### src/rtl/multicycle_comparator_controller.sv
// Multi-cycle signed/unsigned magnitude comparator, CHUNK bits per cycle from the MSB down,
// with a start/done handshake. Optional macro EARLY_EXIT_EN ends the scan at the first differing chunk.
module multicycle_comparator_controller #(
    parameter int WIDTH = 32,
    parameter int CHUNK = 4
) (
    input  logic             clk,
    input  logic             reset,
    input  logic             start,
    input  logic             is_signed,
    input  logic [WIDTH-1:0] a,
    input  logic [WIDTH-1:0] b,
    output logic             busy,
    output logic             done,
    output logic             lt,
    output logic             eq,
    output logic             gt,
    output logic [1:0]       code
);

    localparam int N  = WIDTH / CHUNK;
    localparam int CW = (N > 1) ? $clog2(N) : 1;

    localparam logic [CW-1:0]    LAST_IDX  = CW'(N - 1);
    localparam logic [WIDTH-1:0] SIGN_MASK = WIDTH'(1) << (WIDTH - 1);

    typedef enum logic [1:0] {
        S_IDLE = 2'd0,
        S_SCAN = 2'd1,
        S_DONE = 2'd2
    } state_e;

    state_e           state_q, state_d;
    logic [CW-1:0]    idx_q, idx_d;
    logic [WIDTH-1:0] a_q, a_d;
    logic [WIDTH-1:0] b_q, b_d;
    logic             signed_q, signed_d;
    logic             found_q, found_d;
    logic             rec_lt_q, rec_lt_d;
    logic             lt_q, lt_d;
    logic             eq_q, eq_d;
    logic             gt_q, gt_d;

    logic [WIDTH-1:0] a_cmp;
    logic [WIDTH-1:0] b_cmp;
    logic [CHUNK-1:0] chunk_a;
    logic [CHUNK-1:0] chunk_b;
    logic             chunk_ne;
    logic             chunk_lt;
    logic             res_diff;
    logic             res_lt;
    logic             accept;
    logic             finish;
    logic             early;

    // Flipping the sign bit maps two's-complement order onto unsigned order.
    assign a_cmp    = signed_q ? (a_q ^ SIGN_MASK) : a_q;
    assign b_cmp    = signed_q ? (b_q ^ SIGN_MASK) : b_q;
    assign chunk_a  = a_cmp[int'(idx_q) * CHUNK +: CHUNK];
    assign chunk_b  = b_cmp[int'(idx_q) * CHUNK +: CHUNK];
    assign chunk_ne = (chunk_a != chunk_b);
    assign chunk_lt = (chunk_a < chunk_b);

    // The most significant differing chunk decides; later chunks never override it.
    assign res_diff = found_q | chunk_ne;
    assign res_lt   = found_q ? rec_lt_q : chunk_lt;

    assign accept = start && (state_q != S_SCAN);

`ifdef EARLY_EXIT_EN
    assign early = !found_q && chunk_ne;
`else
    assign early = 1'b0;
`endif

    assign finish = (state_q == S_SCAN) && ((idx_q == '0) || early);

    // NOTE: every _d gets its hold value first so no path through this block infers a latch.
    always_comb begin
        state_d  = state_q;
        idx_d    = idx_q;
        a_d      = a_q;
        b_d      = b_q;
        signed_d = signed_q;
        found_d  = found_q;
        rec_lt_d = rec_lt_q;
        lt_d     = lt_q;
        eq_d     = eq_q;
        gt_d     = gt_q;

        unique case (state_q)
            S_IDLE: begin
                state_d = S_IDLE;
            end
            S_SCAN: begin
                if (!found_q && chunk_ne) begin
                    found_d  = 1'b1;
                    rec_lt_d = chunk_lt;
                end
                if (finish) begin
                    state_d = S_DONE;
                    lt_d    = res_diff & res_lt;
                    gt_d    = res_diff & ~res_lt;
                    eq_d    = ~res_diff;
                end else begin
                    idx_d = idx_q - CW'(1);
                end
            end
            S_DONE: begin
                state_d = S_IDLE;
            end
            default: begin
                state_d = S_IDLE;
            end
        endcase

        // Accept overrides the IDLE/DONE defaults above, giving back-to-back starts from DONE.
        if (accept) begin
            state_d  = S_SCAN;
            idx_d    = LAST_IDX;
            a_d      = a;
            b_d      = b;
            signed_d = is_signed;
            found_d  = 1'b0;
            rec_lt_d = 1'b0;
            lt_d     = 1'b0;
            eq_d     = 1'b0;
            gt_d     = 1'b0;
        end
    end

    // NOTE: state registers use non-blocking assignments so all flops update from pre-edge values.
    always_ff @(posedge clk) begin
        if (reset) begin
            state_q  <= S_IDLE;
            idx_q    <= '0;
            a_q      <= '0;
            b_q      <= '0;
            signed_q <= 1'b0;
            found_q  <= 1'b0;
            rec_lt_q <= 1'b0;
            lt_q     <= 1'b0;
            eq_q     <= 1'b0;
            gt_q     <= 1'b0;
        end else begin
            state_q  <= state_d;
            idx_q    <= idx_d;
            a_q      <= a_d;
            b_q      <= b_d;
            signed_q <= signed_d;
            found_q  <= found_d;
            rec_lt_q <= rec_lt_d;
            lt_q     <= lt_d;
            eq_q     <= eq_d;
            gt_q     <= gt_d;
        end
    end

    assign busy = (state_q == S_SCAN);
    assign done = (state_q == S_DONE);
    assign lt   = lt_q;
    assign eq   = eq_q;
    assign gt   = gt_q;
    assign code = {lt_q | gt_q, eq_q | gt_q};

endmodule

### config.mk
export PLATFORM = sky130hd
export DESIGN_NAME = multicycle_comparator_controller
export DESIGN_NICKNAME = d
export VERILOG_FILES = /design/src/rtl/multicycle_comparator_controller.sv
export SDC_FILE = /design/constraint.sdc
export NUM_CORES = 1
export LEC_CHECK = 0
export BUFFER_PORTS_ARGS = -buffer_cell sky130_fd_sc_hd__buf_4
export CAP_MARGIN = 40
export CORE_ASPECT_RATIO = 1.2
export CORE_UTILIZATION = 38
export CTS_CLUSTER_DIAMETER = 30
export CTS_CLUSTER_SIZE = 12
export DETAILED_ROUTE_END_ITERATION = 8
export PLACE_DENSITY = 0.69
export SYNTH_ARGS = -nofsm -noshare
export SYNTH_HDL_FRONTEND = slang
export SYNTH_SLANG_ARGS = --single-unit
### constraint.sdc
create_clock -name clk -period 3 [get_ports clk]
set_clock_uncertainty 0.2 [all_clocks]
set_input_delay 0.45 -clock clk [delete_from_list [all_inputs] [get_ports clk]]
set_output_delay 0.45 -clock clk [all_outputs]
set_load 0.1 [all_outputs]
-- Word level (Yosys, flattened, before mapping)
Cells that the tools add are included.
- register bits after elaboration: 75
- input bits: 68
- output and inout port bits: 7
- logic and storage cells: 51
- add/sub/neg operators: 1
- $lt $le $gt $ge: 1
- equality and inequality tests: 6
- shifts and indexed selects: 2
- muxes and demuxes: 9
- bitwise operators: 10
- reductions and logical operators: 11
- operators by type and width (operator ; number):
    32-bit two-way mux ; 2
    32-bit by 6-bit indexed part select with 4-bit output ; 2
    3-bit two-way mux ; 3
    2-bit AND reduction ; 3
    1-bit NOT ; 5
    4-bit < comparator ; 1
    1-bit two-way mux ; 4
    4-bit inequality test ; 1
    1-bit logical AND ; 3
    3-bit logical NOT ; 1
    3-bit by 1-bit inequality test with 1-bit output, second input constant ; 1
    1-bit OR ; 3
    3-bit OR reduction ; 1
    3-bit by 1-bit subtractor with 3-bit output, second input constant ; 1
    1-bit AND ; 2
    2-bit by 1-bit == test with 1-bit output, second input constant ; 1
    2-bit == test, second input constant ; 1
    2-bit by 1-bit inequality test with 1-bit output, second input constant ; 1
    2-bit inequality test, second input constant ; 1
    2-bit nonzero test ; 1
    2-bit OR reduction ; 1
    1-bit logical NOT ; 1

-- Depth between registers and ports, before layout
- depth after elaboration: 7
- mapped depth: 10
- gate-level depth less buffers: 10

-- Least setup slack after synthesis
OpenSTA, ideal clock, no wires.
- kind: register -> register
- from: register idx_q[0]
- to: register lt_q, in the netlist lt
- library setup time: 86 ps
- data arrival time: 2279 ps
- data required time: 2714 ps
- slack: 435 ps
- stages on the path, launching flop included: 10
- buffers on the path: 1
- clock period less this slack: 2565 ps
- cell sequence: dfxtp_1 buf_6 mux4_1 mux2_2 ha_1 nor2b_1 o211ai_1 a22oi_1 nand2b_1 a211oi_1
- cells in the longest elaborated chain, start to end: 4
- elaborated cells on any way between the ends: 10
- those cells by class: 1 x order compare; 1 x eq/ne; 2 x shift; 1 x mux; 2 x bitwise; 3 x reduce/logical
- RTL lines (what ; RTL line ; text):
    from (decl) ; 34 ; logic [CW-1:0] idx_q, idx_d;
    from (signal assigned) ; 147 ; idx_q <= idx_d;
    32-bit by 6-bit indexed part select with 4-bit output, on equally long branches ; 59, 60 ;
    4-bit < comparator / 4-bit inequality test (equally long branches) ; 62, 61 ;
    1-bit two-way mux / 1-bit OR (equally long branches) ; 66, 65 ;
    1-bit AND ; 102 ; lt_d = res_diff & res_lt;
    to (signal assigned) ; 153 ; lt_q <= lt_d;
    to (decl) ; 40 ; logic lt_q, lt_d;
Parallel ways exist; a longest one is shown, timed or not.
A chain may end at the register's enable or synchronous reset.

-- Worst setup path after layout
Ends and elaborated chain as after synthesis.

==> results by group <==
Yosys
  – Post-synthesis register bit count: 75
  – Number of flops mapped to enable cells by yosys: 0
  – Library cells used by synthesis: 25
  – Post-synth top area share: 46.1%
  – Synth warn: 0
  – Seq/Total Area, Yosys: 46.1%
  – Syn Std Cell Area: 3260 um^2
  – Net count after synthesis: 451
  – Post-synth top cells: 139 x nand2_1, 75 x dfxtp_1, 70 x a21oi_1
  – Top-count cell post-synth: nand2_1
  – Post-Syn Instances: 377
  – Ys flop type: dfxtp_1
  – Leading area contributor after synthesis: dfxtp_1
  – Mean Syn Cell Area: 8.64 um^2
  – Synth top area cells: dfxtp_1 46%, nand2_1 16%, a21oi_1 11%
  – Asr flop ratio synth: 0%

Final layout
  – Fin area: 4080 um^2
  – # diodes: 0
  – Register area: 1500 um^2
  – Core Util, Final: 49.8%
  – Area Overhead vs Synth: 25.4%
  – Fin cells: 560
  – Nets: 516
  – Area occupied by multi-input gates: 1610 um^2
  – Share of cells above drive strength 1: 25.3%
  – Fill count: 814

Worst setup path
  – Cell family with most CP delay: compound AO/OA/AOI/OAI gates
  – Worst setup EP type: flop
  – Worst setup path class: reg2reg
  – Worst EP arrival: 2.80 ns
  – CP Data Required Time: 3.05 ns
  – Slowest stage delay, CP: 0.57 ns
  – CP max-delay cell: mux4_1
  – WP buf/inv: 1
  – Crit path max fanout: 14
  – Reg2reg start: idx_q[0]
  – Cell chain of the critical path: buf_12 -> mux4_1 -> nand2_1 -> nand2_1 -> ha_1 -> a211oi_1 -> a22oi_1 -> nand2b_1 -> a211oi_1
  – Critical path origin: idx_q[0]
  – CP Launch Type: flop

Outcome
  – Status: completed

STA
  – Final Hold Vio Count: 0
  – Hold_ws: 0.143 ns
  – Setup TNS: 0 ns
  – Achievable Freq: 365 MHz
  – Final Slew Violations: 0
  – Final setup fails: 0
  – Least-Margin Pin Slew: 0.741 ns
  – Tmin final: 2.74 ns
  – Crit share post-route: 91.4%
  – Slew margin rel.: 50.6%
  – RSZ-0062 raised after global routing: false

GRT
  – First-pass GRT wire length: 11.8 mm
  – Grt met3 use: 2.86%
  – Grt ovf: 0
  – Largest net degree at the start of global routing: 76
  – GRT Overall Usage: 17.3%
  – Gr busiest metal: met2
  – GR Util met2: 28.5%
  – Vias in the first global route: 2518
  – Initial antenna violation count: 0
  – Met1 Use GR: 22.2%

Drt
  – DRC: 0
  – Avg WL per Cell: 12.8 um
  – Detail Route Antenna Nets: 0
  – DR pass1 iterations: 4
  – Drt first-iter violations: 117
  – Final wirelength: 7.18 mm
  – Via density: 4.82
  – DR vias: 2700

CTS
  – Clk Latency, worst-skew pair: 0.35 ns
  – Worst-case clock buffer depth: 2
  – Worst-path clk slew: 0.08 ns
  – Post_cts resized: 0
  – # clock sinks: 75
  – CTS tree: yes
  – Hold buffer count at cts: 0
  – CTS Buf Count: 9
  – Post-CTS setup buffers: 0
  – Clk root buf: clkbuf_8
  – # H-tree levels: 3

Die
  – Num rows: 36
  – Die area: 8940 um^2
  – Die Height: 103 um
  – Initial core utilization: 39.7%
  – Core region area: 8200 um^2
  – IO Pins: 75
  – Die X: 86.5 um

Power
  – LEAKAGE: 1.70 nW
  – Max IR drop VDD: 0.214 mV
  – PwrDens: 570 nW/um^2

Placed design
  – Placer congestion estimate: 0.783
  – Placed insts: 545
  – I/O Buffers: 74
  – DP Area: 3890 um^2
  – Hpwl dp: 5.23 mm

Flow run
  – Max-Cap Viols: 0

Worst hold path
  – Min-delay worst type: in2reg
  – Hold path start: b[5]
==> cells in the final DEF (no fill, tap or decap), drive strengths merged <==
| cell | synthesis | layout |
|---|---|---|
| clkinvlp | 0 | 2 |
| nand2b | 2 | 2 |
| nor2 | 7 | 7 |
| a22oi | 2 | 2 |
| dfxtp | 75 | 75 |
| and2 | 1 | 1 |
| a211oi | 4 | 4 |
| buf | 16 | 81 |
| inv | 3 | 3 |
| nand2 | 139 | 139 |
| nand4 | 1 | 1 |
| nor2b | 3 | 3 |
| clkbuf | 11 | 9 |
| o21ai | 2 | 2 |
| xor2 | 3 | 3 |
| ha | 6 | 6 |
| nor3 | 5 | 5 |
| o211ai | 1 | 1 |
| clkinv | 0 | 3 |
| nand3 | 1 | 1 |
| mux4 | 16 | 16 |
| bufinv | 0 | 1 |
| mux2 | 3 | 3 |
| mux2i | 4 | 4 |
| a21oi | 70 | 70 |
| or2 | 2 | 2 |
==> path summary, 6_finish.rpt <==
| check | endpoint | slack [ns] | depth (start not counted) |
|---|---|---|---|
| setup / recovery | lt | 0.26 | 9 |
| hold reg to reg | b_q[19] | 0.25 | 2 |
| hold / removal | b_q[5] | 0.14 | 3 |
| setup reg to reg | lt | 0.26 | 9 |
==> cells by family (layout without fill, tap and decap cells) <==
group                    after synthesis  after routing  synth area share, %
XOR/XNOR                               3              3                0.807
flip-flops                            75             75                 46.1
adder cells (fa/ha/maj)                6              6                 2.31
AO/OA/AOI/OAI                         79             79                 12.7
multiplexers                          23             23                 14.1
AND/OR/NAND/NOR                      161            161                 19.5
buffers and inverters                 30             99                 4.46
==> worst min-delay path, stage by stage <==
cell,delay (ns)
buf_4,0.10
nand2_1,0.04
a21oi_1,0.05
==> per-stage QoR <==
stage	power, mW	setup WS [ns]
4_1_cts	2.34	0.153
3_3_place_gp	1.59	0.250
6_report	2.32	0.257
2_1_floorplan	1.45	0.435
3_5_place_dp	1.60	0.166
5_1_grt	2.44	0.121
==> state kept, by name, indices dropped and copies added (netlist names) <==
name	flops
found_q	1
lt	1
signed_q	1
rec_lt_q	1
b_q	32
gt	1
eq	1
idx_q	3
state_q	2
a_q	32
==> cell type report <==
class | count | share of cell area (%)
Tap cell | 114 | 3.49
Inverter | 3 | 0.276
Clock buffer | 9 | 3.03
Sequential cell | 75 | 36.8
Timing Repair Buffer | 81 | 15.2
Clock inverter | 6 | 1.66
Multi-Input combinational cell | 272 | 39.5
==> per-layer routing <==
layer / up-vias / share of wire [%] / wire (um)
li1: 1405 / - / -
met1: 1224 / 46 / 3280
met2: 57 / 48 / 3430
met3: 14 / 4.0 / 286
met4: 0 / 2.5 / 183
met5: - / 0 / 0
==> power by group <==
part / internal (mW) / switching, mW / total [mW]
Combinational: 0.217 / 0.245 / 0.462
Clock: 0.380 / 0.367 / 0.748
Sequential: 1.06 / 0.0504 / 1.11
Total: 1.66 / 0.663 / 2.32
Power figures use the tool's default switching activity.
